`src/rtl/axi_lite_rr_arbiter.sv`:
```
// rtl/axi_lite_rr_arbiter.sv - N-master to 1-slave AXI-lite round-robin arbiter with per-transaction lock
//
// Purpose:
//   Grants the shared slave to one master at a time and holds the grant until
//   the R (read) or B (write) response has been accepted. Only one transaction
//   is outstanding in the whole block. Round-robin scan starts just after the
//   last completed grant, so continuously requesting masters are served in turn.
//
// Ports:
//   clk, rst_n           clock, synchronous active-low reset
//   m_*                  flattened per-master AXI-lite channels, master i at [i*W +: W]
//   s_*                  single AXI-lite master port toward the shared slave
//   grant_idx            currently granted master (0 while idle)
//   busy                 high whenever a transaction is being served

module axi_lite_rr_arbiter #(
    parameter int NUM_M  = 2,
    parameter int ADDR_W = 32,
    parameter int DATA_W = 32
) (
    input  logic                          clk,
    input  logic                          rst_n,

    input  logic [NUM_M*ADDR_W-1:0]       m_araddr,
    input  logic [NUM_M-1:0]              m_arvalid,
    output logic [NUM_M-1:0]              m_arready,
    output logic [NUM_M*DATA_W-1:0]       m_rdata,
    output logic [NUM_M*2-1:0]            m_rresp,
    output logic [NUM_M-1:0]              m_rvalid,
    input  logic [NUM_M-1:0]              m_rready,
    input  logic [NUM_M*ADDR_W-1:0]       m_awaddr,
    input  logic [NUM_M-1:0]              m_awvalid,
    output logic [NUM_M-1:0]              m_awready,
    input  logic [NUM_M*DATA_W-1:0]       m_wdata,
    input  logic [NUM_M*(DATA_W/8)-1:0]   m_wstrb,
    input  logic [NUM_M-1:0]              m_wvalid,
    output logic [NUM_M-1:0]              m_wready,
    output logic [NUM_M*2-1:0]            m_bresp,
    output logic [NUM_M-1:0]              m_bvalid,
    input  logic [NUM_M-1:0]              m_bready,

    output logic [ADDR_W-1:0]             s_araddr,
    output logic                          s_arvalid,
    input  logic                          s_arready,
    input  logic [DATA_W-1:0]             s_rdata,
    input  logic [1:0]                    s_rresp,
    input  logic                          s_rvalid,
    output logic                          s_rready,
    output logic [ADDR_W-1:0]             s_awaddr,
    output logic                          s_awvalid,
    input  logic                          s_awready,
    output logic [DATA_W-1:0]             s_wdata,
    output logic [DATA_W/8-1:0]           s_wstrb,
    output logic                          s_wvalid,
    input  logic                          s_wready,
    input  logic [1:0]                    s_bresp,
    input  logic                          s_bvalid,
    output logic                          s_bready,

    output logic [$clog2(NUM_M)-1:0]      grant_idx,
    output logic                          busy
);

    localparam int IDX_W  = $clog2(NUM_M);
    localparam int STRB_W = DATA_W / 8;
    localparam logic [IDX_W:0] NUM_M_W = (IDX_W+1)'(NUM_M);

    typedef enum logic [2:0] {
        ST_IDLE,
        ST_RD_A,
        ST_RD_D,
        ST_WR_AW,
        ST_WR_B
    } state_t;

    state_t             r_state;
    logic [IDX_W-1:0]   r_grant;
    logic [IDX_W-1:0]   r_ptr;
    logic               r_aw_done;
    logic               r_w_done;

    state_t             w_state_nxt;
    logic [IDX_W-1:0]   w_grant_nxt;
    logic [IDX_W-1:0]   w_ptr_nxt;
    logic               w_aw_done_nxt;
    logic               w_w_done_nxt;

    logic [NUM_M-1:0]   w_req;
    logic               w_any;
    logic [IDX_W-1:0]   w_win;
    logic [IDX_W:0]     w_cand;

    logic               w_aw_hs;
    logic               w_w_hs;

    // Channel signals of the granted master, extracted once so the FSM
    // below can treat the selected master like a single port.
    logic [ADDR_W-1:0]  w_g_araddr;
    logic               w_g_arvalid;
    logic               w_g_rready;
    logic [ADDR_W-1:0]  w_g_awaddr;
    logic               w_g_awvalid;
    logic [DATA_W-1:0]  w_g_wdata;
    logic [STRB_W-1:0]  w_g_wstrb;
    logic               w_g_wvalid;
    logic               w_g_bready;

    assign w_req     = m_arvalid | m_awvalid;
    assign busy      = (r_state != ST_IDLE);
    assign grant_idx = busy ? r_grant : '0;

    always_comb begin
        w_g_araddr  = '0;
        w_g_arvalid = 1'b0;
        w_g_rready  = 1'b0;
        w_g_awaddr  = '0;
        w_g_awvalid = 1'b0;
        w_g_wdata   = '0;
        w_g_wstrb   = '0;
        w_g_wvalid  = 1'b0;
        w_g_bready  = 1'b0;
        for (int i = 0; i < NUM_M; i++) begin
            if (IDX_W'(i) == r_grant) begin
                w_g_araddr  = m_araddr[i*ADDR_W +: ADDR_W];
                w_g_arvalid = m_arvalid[i];
                w_g_rready  = m_rready[i];
                w_g_awaddr  = m_awaddr[i*ADDR_W +: ADDR_W];
                w_g_awvalid = m_awvalid[i];
                w_g_wdata   = m_wdata[i*DATA_W +: DATA_W];
                w_g_wstrb   = m_wstrb[i*STRB_W +: STRB_W];
                w_g_wvalid  = m_wvalid[i];
                w_g_bready  = m_bready[i];
            end
        end
    end

    // Round-robin search: candidates ptr+1, ptr+2, ... wrapping modulo NUM_M.
    // The sum is one bit wider than an index so the wrap works for any NUM_M.
    always_comb begin
        w_any  = 1'b0;
        w_win  = '0;
        w_cand = '0;
        for (int k = 1; k <= NUM_M; k++) begin
            w_cand = {1'b0, r_ptr} + (IDX_W+1)'(k);
            if (w_cand >= NUM_M_W) begin
                w_cand = w_cand - NUM_M_W;
            end
            if (!w_any && w_req[w_cand[IDX_W-1:0]]) begin
                w_any = 1'b1;
                w_win = w_cand[IDX_W-1:0];
            end
        end
    end

    always_comb begin
        w_state_nxt   = r_state;
        w_grant_nxt   = r_grant;
        w_ptr_nxt     = r_ptr;
        w_aw_done_nxt = r_aw_done;
        w_w_done_nxt  = r_w_done;
        w_aw_hs       = 1'b0;
        w_w_hs        = 1'b0;

        s_araddr  = '0;
        s_arvalid = 1'b0;
        s_rready  = 1'b0;
        s_awaddr  = '0;
        s_awvalid = 1'b0;
        s_wdata   = '0;
        s_wstrb   = '0;
        s_wvalid  = 1'b0;
        s_bready  = 1'b0;

        m_arready = '0;
        m_rdata   = '0;
        m_rresp   = '0;
        m_rvalid  = '0;
        m_awready = '0;
        m_wready  = '0;
        m_bresp   = '0;
        m_bvalid  = '0;

        case (r_state)
            ST_IDLE: begin
                if (w_any) begin
                    w_grant_nxt = w_win;
                    // A master offering both a read and a write is served write first.
                    w_state_nxt = m_awvalid[w_win] ? ST_WR_AW : ST_RD_A;
                end
            end
            ST_RD_A: begin
                s_araddr  = w_g_araddr;
                s_arvalid = w_g_arvalid;
                if (w_g_arvalid && s_arready) begin
                    w_state_nxt = ST_RD_D;
                end
            end
            ST_RD_D: begin
                s_rready = w_g_rready;
                if (s_rvalid && w_g_rready) begin
                    w_state_nxt = ST_IDLE;
                    w_ptr_nxt   = r_grant;
                end
            end
            ST_WR_AW: begin
                // AW and W complete independently; each valid is withdrawn
                // once its own handshake has been recorded.
                s_awaddr  = w_g_awaddr;
                s_awvalid = w_g_awvalid && !r_aw_done;
                s_wdata   = w_g_wdata;
                s_wstrb   = w_g_wstrb;
                s_wvalid  = w_g_wvalid && !r_w_done;
                w_aw_hs   = s_awvalid && s_awready;
                w_w_hs    = s_wvalid && s_wready;
                if (w_aw_hs) begin
                    w_aw_done_nxt = 1'b1;
                end
                if (w_w_hs) begin
                    w_w_done_nxt = 1'b1;
                end
                if ((r_aw_done || w_aw_hs) && (r_w_done || w_w_hs)) begin
                    w_state_nxt = ST_WR_B;
                end
            end
            ST_WR_B: begin
                s_bready = w_g_bready;
                if (s_bvalid && w_g_bready) begin
                    w_state_nxt   = ST_IDLE;
                    w_ptr_nxt     = r_grant;
                    w_aw_done_nxt = 1'b0;
                    w_w_done_nxt  = 1'b0;
                end
            end
            default: begin
                w_state_nxt = ST_IDLE;
            end
        endcase

        for (int i = 0; i < NUM_M; i++) begin
            if (IDX_W'(i) == r_grant) begin
                m_arready[i] = (r_state == ST_RD_A) && s_arready;
                if (r_state == ST_RD_D) begin
                    m_rvalid[i]               = s_rvalid;
                    m_rdata[i*DATA_W +: DATA_W] = s_rdata;
                    m_rresp[i*2 +: 2]         = s_rresp;
                end
                if (r_state == ST_WR_AW) begin
                    m_awready[i] = s_awready && !r_aw_done;
                    m_wready[i]  = s_wready && !r_w_done;
                end
                if (r_state == ST_WR_B) begin
                    m_bvalid[i]       = s_bvalid;
                    m_bresp[i*2 +: 2] = s_bresp;
                end
            end
        end
    end

    always_ff @(posedge clk) begin
        if (!rst_n) begin
            r_state   <= ST_IDLE;
            r_grant   <= '0;
            r_ptr     <= IDX_W'(NUM_M - 1);
            r_aw_done <= 1'b0;
            r_w_done  <= 1'b0;
        end else begin
            r_state   <= w_state_nxt;
            r_grant   <= w_grant_nxt;
            r_ptr     <= w_ptr_nxt;
            r_aw_done <= w_aw_done_nxt;
            r_w_done  <= w_w_done_nxt;
        end
    end

endmodule

```
`config.mk`:
```
export PLATFORM = sky130hd
export DESIGN_NAME = axi_lite_rr_arbiter
export DESIGN_NICKNAME = d
export VERILOG_FILES = /design/src/rtl/axi_lite_rr_arbiter.sv
export SDC_FILE = /design/constraint.sdc
export NUM_CORES = 1
export LEC_CHECK = 0
export BUFFER_PORTS_ARGS = -buffer_cell sky130_fd_sc_hd__buf_2
export CAP_MARGIN = 15
export CORE_AREA = 2 2 170 172
export DETAILED_ROUTE_END_ITERATION = 12
export DIE_AREA = 0 0 172 174
export GPL_TIMING_DRIVEN = 1
export RECOVER_POWER = 25
export SLEW_MARGIN = 20
export SYNTH_ARGS = -nofsm -noshare
export SYNTH_HDL_FRONTEND = slang
export SYNTH_SLANG_ARGS = --single-unit
```
`constraint.sdc`:
```
create_clock -name clk -period 4.6 [get_ports clk]
set_input_delay 0.23 -clock clk [delete_from_list [all_inputs] [get_ports clk]]
set_output_delay 0.23 -clock clk [all_outputs]
set_load 0.01 [all_outputs]
```
==> flow_metrics.env, run 1 <==
export IMPL_run_status="finished with violations"
export IMPL_violations="capacitance limit, slew limit"
export IMPL_dr_pass1_iters=4
export IMPL_post_route_min_period_ns=3.38
export IMPL_hold_path_class="input pin to flop"
export IMPL_p_sw_share_pct=50.7
export IMPL_path_max_fanout=48
export IMPL_path_class="flop to output port"
export IMPL_cp_startpoint="r_grant$_SDFFE_PN0P_"
export IMPL_cts_root_buf="clkbuf_16"
export IMPL_finalMaxSlewViolations=49
export IMPL_wl_per_cell_um=13.3
export IMPL_grt_start_max_net_pins=77
export IMPL_setup_tns_final_ns=0
export IMPL_rsz0062_at_grt="false"
export IMPL_tightest_slew_ns=1.53
export IMPL_syn_inst=387
export IMPL_relSlewSlack_pct=-1.83
export IMPL_vias_per_cell=3.57
export IMPL_cap_viol_max_count=1
export IMPL_track_usage_pct=9.27
export IMPL_antenna_found_initial=6
export IMPL_synthesis_area_um2=2560
export IMPL_ys_async_sr_fraction_pct=0
export IMPL_ff2ff_path_depth=6
export IMPL_r2r_setup_slack_ns=1.45
export IMPL_placed_cells=1180
export IMPL_arrival_ns=3.15
export IMPL_cts_buffers_inserted=3
export IMPL_switchingPower_uw=684
export IMPL_die_area_um2=29900
export IMPL_finalHoldViolations=0
export IMPL_power_uw=1350
export IMPL_clock_latency_ns=0.23
export IMPL_grt_pass1_vias=3659
export IMPL_place_gp_congestion=0.790
export IMPL_cts_max_level=1
export IMPL_endpoint="m_rdata[3]"
export IMPL_area_delta_synth_final_pct=102
export IMPL_cts_buffer_depth=2
export IMPL_first_iter_violations=155
export IMPL_fmaxAchievable_ghz=0.296
export IMPL_dr_total_vias=4247
export IMPL_synth_edff_count=0
export IMPL_grt_pass1_wl_mm=20.7
export IMPL_ios=442
export IMPL_drc=0
export IMPL_finClkSkew_ns=0.000738
export IMPL_synth_nets=640
export IMPL_comb_power_share_pct=79.3
export IMPL_final_common_cell="buf_2"
export IMPL_worstReg2RegEnd="r_state[0]$_SDFFE_PN0P_"
export IMPL_overflow=0
export IMPL_power_frac_seq_pct=9.5
export IMPL_endpoint_kind="output port"
export IMPL_finalNonFillerCells=1188
export IMPL_drive_gt1_share_pct=50.9
export IMPL_synth_top_flop_cell="dfxtp_1"
export IMPL_post_route_util_pct=18.4
export IMPL_routed_wl_mm=15.8
export IMPL_port_buffers=441
export IMPL_cts_hold_buf=0
export IMPL_ys_seq_area_share_pct=5.47
export IMPL_final_nets=1055
export IMPL_cts_resized_gates=0
export IMPL_cts_sinks=7
export IMPL_ir_worst_vdd_uv=115
export IMPL_cts_tree="built"
export IMPL_final_cell_mix="buf_2, nor2_1, mux2i_1"
export IMPL_rr_startpoint="r_grant$_SDFFE_PN0P_"
export IMPL_synth_seq_cells=7
export IMPL_setup_violations_final=0
export IMPL_initial_core_util_pct=9.08
export IMPL_hpwlAfterDp_mm=13.5
export IMPL_cp_required_ns=4.37
export IMPL_ant_nets=0
export IMPL_yosys_warnings=0
export IMPL_synth_avg_cell_area_um2=6.62
export IMPL_clkPwrFrac_pct=11.3
export IMPL_die_w_um=172
export IMPL_rows=62
export IMPL_core_area_um2=28200
export IMPL_startpoint_type="flop"
export IMPL_p_int_uw=665
export IMPL_p_leak_uw=0.00272
export IMPL_cts_setup_buffers=0
export IMPL_dieHeight_um=174
export IMPL_fin_crit_sh_pct=73.4
export IMPL_synthDistinctLibCells=32
export IMPL_clk_pin_slew_worst_paths_ns=0.04
export IMPL_p_per_area_nw_per_um2=260
## per-layer routing
metal	track usage, %	part of all wire [%]	vias up
li1	-	-	2125
met1	10.7	39	1854
met5	0	0.42	-
met3	3.16	11	20
met4	1.26	1.2	10
met2	16.7	49	238
## cell usage after synthesis (2+ instances only)
master / n / area, um2
o211ai_1: 2 / 15.0
nor2_2: 2 / 12.5
or3b_1: 2 / 17.5
inv_1: 9 / 33.8
nor4_1: 4 / 25.0
nand2_1: 3 / 11.3
nor3_1: 7 / 35.0
and3_1: 6 / 37.5
buf_1: 6 / 22.5
and2_1: 68 / 425
clkbuf_1: 12 / 45.0
a21oi_1: 4 / 20.0
buf_2: 15 / 75.1
nor2_1: 113 / 424
o21ai_0: 4 / 20.0
o21bai_1: 2 / 15.0
dfxtp_1: 7 / 140
mux2i_1: 107 / 1070
## sequential cells by signal, indices dropped and copies added (netlist names)
signal,cells
r_aw_done,1
r_grant,1
r_ptr,1
r_state,3
r_w_done,1
## critical path, cell delays in order, from the launching register on
cell and delay (ns):
dfxtp_4 0.48, clkbuf_2 0.88, nor2_2 1.12, and2_1 0.27
buf_2 0.14
## power by group through the flow
stage	Combinational (uW)	Sequential [uW]	Clock, uW
2_1_floorplan	686	85.5	0
3_3_place_gp	1040	159	0
3_5_place_dp	1050	160	0
4_1_cts	1060	159	156
5_1_grt	1180	133	161
6_report	1070	128	152
## how the worst min path moves through the flow
stage	startpoint	end	slack (ns)	depth (start not counted)
5_1_grt	rst_n	r_ptr$_SDFFE_PN1P_	0.25	2
3_3_place_gp	rst_n	r_ptr$_SDFFE_PN1P_	0.47	2
6_report	rst_n	r_ptr$_SDFFE_PN1P_	0.23	2
4_1_cts	rst_n	r_ptr$_SDFFE_PN1P_	0.23	2
3_5_place_dp	rst_n	r_ptr$_SDFFE_PN1P_	0.47	2
2_1_floorplan	rst_n	r_ptr$_SDFFE_PN1P_	0.29	1
## cell type report
type                            count  area [um2]
Fill cell                        3294       23100
Antenna cell                        3        7.51
Inverter                           10        37.5
Multi-Input combinational cell    336        2240
Timing Repair Buffer              444        2190
Sequential cell                     7         144
Clock buffer                        4        78.8
Tap cell                          384         480
## cell families after synthesis
kind of cell    after synthesis  share of synthesized area [%]
simple gates                211                           40.4
buf+inv                      44                           7.47
mux                         107                           41.8
compound gates               18                           4.93
flops                         7                           5.47
## stage by stage
| stage | instance area [um2] | hold WS (ns) | setup slack (ns) |
|---|---|---|---|
| global route | 5180 | 0.255 | 0.936 |
| CTS | 5210 | 0.225 | 0.990 |
| global placement | 5130 | 0.468 | 1.36 |
| floorplan | 2560 | 0.292 | 2.90 |
| finish | 5180 | 0.234 | 1.22 |
| detailed placement | 5130 | 0.468 | 1.24 |
Power figures use the tool's default switching activity.
==> inputs of run 2 (changes only) <==
--- a/config.mk
+++ b/config.mk
@@ -7,9 +7,9 @@
 export LEC_CHECK = 0
 export BUFFER_PORTS_ARGS = -buffer_cell sky130_fd_sc_hd__buf_2
 export CAP_MARGIN = 15
-export CORE_AREA = 2 2 170 172
+export CORE_AREA = 2 2 171 173
 export DETAILED_ROUTE_END_ITERATION = 12
-export DIE_AREA = 0 0 172 174
+export DIE_AREA = 0 0 173 175
 export GPL_TIMING_DRIVEN = 1
 export RECOVER_POWER = 25
 export SLEW_MARGIN = 20
==> constraint.sdc (replaced) <==
create_clock -name clk -period 3.5 [get_ports clk]
set_input_delay 0.175 -clock clk [delete_from_list [all_inputs] [get_ports clk]]
set_output_delay 0.175 -clock clk [all_outputs]
set_load 0.01 [all_outputs]
==> run 2 against run 1 <==
Against the previous run:
- the run now ends clean
- die area up 1.2%
- clock power up 32%
- cell count about the same
- first-iteration DRC count up 5.2%
- clock-buffer cell count unchanged
- power up 30%
- sequential power up 28%
- worst hold slack worse by 0.055 ns
- combinational power up 29%
- core utilization about the same
- largest power group unchanged
- highest routed layer unchanged
==> flow_metrics.env, run 2 (same netlist as run 1, synthesis figures left out) <==
export IMPL_run_status="finished, final reports clean"
export IMPL_timing_final_ws_setup_ns=1.12
export IMPL_cap_viol_max_count=0
export IMPL_post_route_min_period_ns=2.38
export IMPL_final_common_cell="buf_2"
export IMPL_final_nets=1057
export IMPL_relSlewSlack_pct=40.2
export IMPL_power_frac_seq_pct=9.4
export IMPL_path_class="flop to output port"
export IMPL_met2_usage_pct=16.5
export IMPL_area_delta_synth_final_pct=103
export IMPL_rr_startpoint="r_grant$_SDFFE_PN0P_"
export IMPL_worstReg2RegEnd="r_state[0]$_SDFFE_PN0P_"
export IMPL_top_register="r_state"
export IMPL_wl_per_cell_um=12.6
export IMPL_dieHeight_um=175
export IMPL_switchingPower_uw=895
export IMPL_finalHoldViolations=0
export IMPL_track_usage_pct=8.94
export IMPL_cts_setup_buffers=0
export IMPL_setup_violations_final=0
export IMPL_cts_hold_buf=0
export IMPL_initial_core_util_pct=9.03
export IMPL_slowest_delay_ns=0.67
export IMPL_fmaxAchievable_ghz=0.421
export IMPL_cpLargestDelayFamily="simple AND/OR/NAND/NOR gates"
export IMPL_ir_worst_vdd_uv=204
export IMPL_dr_total_vias=4160
export IMPL_cp_num_cells=3
export IMPL_comb_power_share_pct=79.2
export IMPL_finalMaxSlewViolations=0
export IMPL_cts_sinks=7
export IMPL_p_sw_share_pct=51.2
export IMPL_vias_per_cell=3.50
export IMPL_post_route_util_pct=18.3
export IMPL_clkPwrFrac_pct=11.4
export IMPL_place_gp_congestion=0.786
export IMPL_arrival_ns=2.20
export IMPL_crit_buf_inv=1
export IMPL_path_max_fanout=76
export IMPL_p_int_uw=853
export IMPL_startpoint_type="flop"
export IMPL_grt_start_max_net_pins=77
export IMPL_cts_buffers_inserted=3
export IMPL_cp_slowest_cell="nand3_4"
export IMPL_die_area_um2=30300
export IMPL_ff2ff_path_depth=6
export IMPL_setup_tns_final_ns=0
export IMPL_cts_resized_gates=0
export IMPL_dr_pass1_iters=4
export IMPL_rows=62
export IMPL_grt_pass1_wl_mm=21.3
export IMPL_antenna_found_initial=6
export IMPL_r2r_setup_slack_ns=1.30
export IMPL_cp_startpoint="r_state[0]$_SDFFE_PN0P_"
export IMPL_clk_pin_slew_worst_paths_ns=0.04
export IMPL_hp_start="rst_n"
export IMPL_post_place_ws_ns=1.15
export IMPL_p_leak_uw=0.00275
export IMPL_cp_required_ns=3.32
export IMPL_cts_buffer_depth=2
export IMPL_cts_tree="built"
export IMPL_rsz0062_at_grt="false"
export IMPL_use_met3_pct=2.59
export IMPL_path_cells="nand3_4 -> nor4_1 -> buf_2"
export IMPL_die_w_um=173
export IMPL_ios=442
export IMPL_largest_reg_flops=3
export IMPL_tightest_slew_ns=0.897
export IMPL_endpoint="m_wready[0]"
export IMPL_use_met1_pct=10.0
export IMPL_whs_ns=0.179
export IMPL_first_iter_violations=163
export IMPL_clock_latency_ns=0.24
export IMPL_cts_max_level=1
export IMPL_drive_gt1_share_pct=51.4
export IMPL_fin_crit_sh_pct=67.9
export IMPL_finClkSkew_ns=0.00370
export IMPL_overflow=0
export IMPL_endpoint_kind="output port"
export IMPL_hold_path_class="input pin to flop"
export IMPL_drc=0
export IMPL_grt_pass1_vias=3826
export IMPL_ant_nets=0
export IMPL_hpwlAfterDp_mm=12.8
export IMPL_routed_wl_mm=14.9
export IMPL_hold_depth=2
export IMPL_busiest_layer="met2"
export IMPL_power_uw=1750
export IMPL_p_per_area_nw_per_um2=336
export IMPL_port_buffers=441
export IMPL_final_cell_mix="buf_2, nor2_1, mux2i_1"
export IMPL_cts_root_buf="clkbuf_16"
export IMPL_core_area_um2=28400
run 2: cell types whose count changed in the layout (fill, tap and decap cells not counted), sizes merged:
cell    previous run  this run
clkbuf            51        47
diode              3         2
buf              397       403
run 2: area by class of cell:
class                   count  area, um2
inverters                  10       37.5
well taps                 384        480
multi-input cells         336       2250
fillers                  3275      23200
flip-flops and latches      7        144
repair buffers            446       2200
clock buffers               4       78.8
diodes                      2       5.00
run 2: power groups by stage:
stage                     clock network, uW  logic, uW  registers (uW)
after floorplan                           0        901             112
after global placement                    0       1420             161
after detailed placement                  0       1430             164
after CTS                               201       1440             163
after global routing                    207       1530             172
final                                   200       1380             164
run 2: metal layers:
metal / share of wire [%] / routed length, um / vias to the layer above
met5: 0.24 / 36 / -
met4: 1.6 / 242 / 6
met3: 8.7 / 1300 / 23
met2: 51 / 7550 / 228
met1: 39 / 5800 / 1769
li1: - / - / 2134
run 2: worst min path at each step:
stage	slack, ns	end
global placement	0.42	r_ptr$_SDFFE_PN1P_
CTS	0.18	r_ptr$_SDFFE_PN1P_
global route	0.20	r_ptr$_SDFFE_PN1P_
detailed placement	0.41	r_ptr$_SDFFE_PN1P_
finish	0.18	r_ptr$_SDFFE_PN1P_
floorplan	0.24	r_ptr$_SDFFE_PN1P_
run 2: per-stage QoR:
stage | std cells | instance area [um2]
floorplan | 387 | 2560
global placement | 1183 | 5160
detailed placement | 1183 | 5160
CTS | 1187 | 5240
global route | 1187 | 5190
finish | 1189 | 5200
==> inputs of run 3 (changes only) <==
--- a/config.mk
+++ b/config.mk
@@ -5,11 +5,12 @@
 export SDC_FILE = /design/constraint.sdc
 export NUM_CORES = 1
 export LEC_CHECK = 0
+export ABC_AREA = 1
 export BUFFER_PORTS_ARGS = -buffer_cell sky130_fd_sc_hd__buf_2
 export CAP_MARGIN = 15
-export CORE_AREA = 2 2 171 173
+export CORE_AREA = 2 2 172 174
 export DETAILED_ROUTE_END_ITERATION = 12
-export DIE_AREA = 0 0 173 175
+export DIE_AREA = 0 0 174 176
 export GPL_TIMING_DRIVEN = 1
 export RECOVER_POWER = 25
 export SLEW_MARGIN = 20
==> constraint.sdc (replaced) <==
create_clock -name clk -period 2 [get_ports clk]
set_input_delay 0.1 -clock clk [delete_from_list [all_inputs] [get_ports clk]]
set_output_delay 0.1 -clock clk [all_outputs]
set_load 0.01 [all_outputs]
==> run 3 against run 2 <==
Against the previous run:
- synthesized area rose by 20%
- register-to-register slack got worse by 1.1 ns
- core utilization increased by 1.8 points
- clock-buffer cell count is the same
- critical path type unchanged
- critical endpoint is now s_araddr[17]
- highest routed layer unchanged
==> flow_metrics.env, run 3 <==
export IMPL_clkPwrFrac_pct=9.9
export IMPL_synth_avg_cell_area_um2=4.34
export IMPL_startpoint_type="flop"
export IMPL_cp_slowest_cell="dfxtp_1"
export IMPL_r2r_setup_slack_ns=0.24
export IMPL_cp_required_ns=1.90
export IMPL_antenna_found_initial=5
export IMPL_fmaxAchievable_ghz=0.527
export IMPL_top_register="r_state"
export IMPL_track_usage_pct=11.2
export IMPL_p_int_uw=1480
export IMPL_final_nets=1379
export IMPL_yosysMostFrequentCell="nand2_1"
export IMPL_fin_crit_sh_pct=94.9
export IMPL_finalMaxSlewViolations=0
export IMPL_tightest_slew_ns=0.742
export IMPL_area_delta_synth_final_pct=86.1
export IMPL_finClkSkew_ns=0.00335
export IMPL_die_area_um2=30600
export IMPL_wl_met3_mm=1.60
export IMPL_ys_async_sr_fraction_pct=0
export IMPL_p_sw_share_pct=57.9
export IMPL_synth_top_flop_cell="dfxtp_1"
export IMPL_post_route_util_pct=20.1
export IMPL_hpwlAfterDp_mm=16.2
export IMPL_synth_edff_count=0
export IMPL_first_iter_violations=166
export IMPL_final_common_cell="buf_2"
export IMPL_finalHoldViolations=0
export IMPL_highest_layer="met5"
export IMPL_post_route_min_period_ns=1.90
export IMPL_hold_path_class="input pin to flop"
export IMPL_multi_input_area_um2=2200
export IMPL_ys_seq_area_share_pct=4.55
export IMPL_comb_power_share_pct=83.4
export IMPL_setup_tns_final_ns=0
export IMPL_p_per_area_nw_per_um2=611
export IMPL_cap_viol_max_count=0
export IMPL_synth_nets=964
export IMPL_met1_length_mm=7.49
export IMPL_regArea_um2=144
export IMPL_ios=442
export IMPL_rows=62
export IMPL_p_leak_uw=0.00410
export IMPL_yosys_warnings=0
export IMPL_path_class="flop to output port"
export IMPL_largest_reg_flops=3
export IMPL_synthDistinctLibCells=23
export IMPL_run_status="finished, final reports clean"
export IMPL_switchingPower_uw=2030
export IMPL_arrival_ns=1.80
export IMPL_drive_gt1_share_pct=39.3
export IMPL_cts_tree="built"
export IMPL_dieHeight_um=176
export IMPL_drc=0
export IMPL_synthTopCellsByCount="nand2_1, inv_1, nor3_1"
export IMPL_dr_pass1_iters=5
export IMPL_synthTopCellsByArea="nand2_1, inv_1, nor3_1"
export IMPL_relSlewSlack_pct=50.1
export IMPL_fillers=3413
export IMPL_endpoint_kind="output port"
export IMPL_slowest_delay_ns=0.45
export IMPL_grt_start_max_net_pins=62
export IMPL_synthesis_area_um2=3080
export IMPL_initial_core_util_pct=10.8
export IMPL_finalInstanceArea_um2=5740
export IMPL_n_antenna_cell=0
export IMPL_dr_wl_met2_mm=9.40
export IMPL_synth_top_area_share_pct=45.4
export IMPL_place_gp_congestion=0.786
export IMPL_rsz0062_at_grt="false"
export IMPL_crit_top_cell="inv_2"
export IMPL_ir_worst_vdd_uv=263
export IMPL_path_max_fanout=31
export IMPL_syn_inst=711
export IMPL_setup_violations_final=0
export IMPL_clock_latency_ns=0.23
export IMPL_cts_buffer_depth=2
export IMPL_placed_area_um2=5690
export IMPL_path_cells="inv_2 -> nor3_2 -> inv_2 -> buf_12 -> a21oi_1 -> buf_2"
export IMPL_core_area_um2=28500
export IMPL_synth_top_area_cell="nand2_1"
export IMPL_synth_seq_cells=7
export IMPL_die_w_um=174
export IMPL_cts_root_buf="clkbuf_16"
export IMPL_port_buffers=441
export IMPL_grt_pass1_wl_mm=27.3
export IMPL_routed_wl_mm=18.8
export IMPL_clk_pin_slew_worst_paths_ns=0.04
export IMPL_cts_max_level=1
export IMPL_vias_per_cell=3.77
export IMPL_grt_pass1_vias=5148
export IMPL_cts_sinks=7
export IMPL_wl_per_cell_um=12.4
export IMPL_cts_buffers_inserted=3
export IMPL_ant_nets=0
export IMPL_cts_hold_buf=0
export IMPL_overflow=0
export IMPL_power_frac_seq_pct=6.8
export IMPL_dr_total_vias=5695
export IMPL_final_cell_mix="buf_2, nand2_1, inv_1"
[run 3: cell types whose count changed after synthesis, sizes merged, moves of 34 or more]
cell / delta
and2: -68
mux2i: -107
a21oi: +34
inv: +119
nor2: -101
nand2: +370
nor3: +74
[run 3: cell families after synthesis]
family / Yosys count / synth area share (%)
simple gates: 484 / 64.0
compound gates: 42 / 6.90
buf+inv: 178 / 24.5
flops: 7 / 4.55
[run 3: worst max-delay path: cells and delay by family (launching register included)]
family | cells | cell delay [ns]
buffers and inverters | 4 | 0.63
AO/OA/AOI/OAI | 1 | 0.26
flip-flops | 1 | 0.45
AND/OR/NAND/NOR | 1 | 0.21
[run 3: worst paths after layout]
check                                             start  depth (start not counted)                    end
worst max-delay path            r_state[0]$_SDFFE_PN0P_                          6           s_araddr[17]
worst min-delay path                              rst_n                          3  r_w_done$_SDFFE_PN0P_
worst max register to register  r_state[2]$_SDFFE_PN0P_                          9     r_ptr$_SDFFE_PN1P_
worst min register to register       r_ptr$_SDFFE_PN1P_                          2     r_ptr$_SDFFE_PN1P_
[run 3: metrics by stage]
stage               cells  total power [uW]  setup WS (ns)  hold WS [ns]
floorplan             711              2020          0.623         0.247
global placement     1503              3150          0.291         0.387
detailed placement   1503              3170          0.232         0.395
CTS                  1507              3540        0.00592         0.157
global route         1509              3870         0.0122         0.175
finish               1509              3500          0.103         0.157
[run 3: final cells by class]
cell class / instances / share of cell area [%]
multi-input combinational: 526 / 38.3
timing repair buffer: 460 / 41.0
sequential: 7 / 2.51
inverter: 128 / 8.42
clock buffer: 4 / 1.37
tap: 384 / 8.38
[run 3: what timing repair did]
item                                    CTS  global route
cloned                                    0             0
buffers inserted                          0             2
pin swaps                                 0             1
endpoints found under the setup margin    1             6
gates resized for setup                   2             3
[run 3: metal layers]
layer | vias up | GRT usage [%]
met5 | - | 0
met3 | 15 | 2.45
met4 | 2 | 2.03
met2 | 281 | 20.9
li1 | 2935 | -
met1 | 2462 | 13.2
[run 3: power groups by stage]
stage / clock [uW] / sequential [uW] / combinational, uW
6_report: 346 / 237 / 2920
5_1_grt: 352 / 243 / 3270
4_1_cts: 349 / 237 / 2960
3_5_place_dp: 0 / 237 / 2940
3_3_place_gp: 0 / 234 / 2910
2_1_floorplan: 0 / 212 / 1810
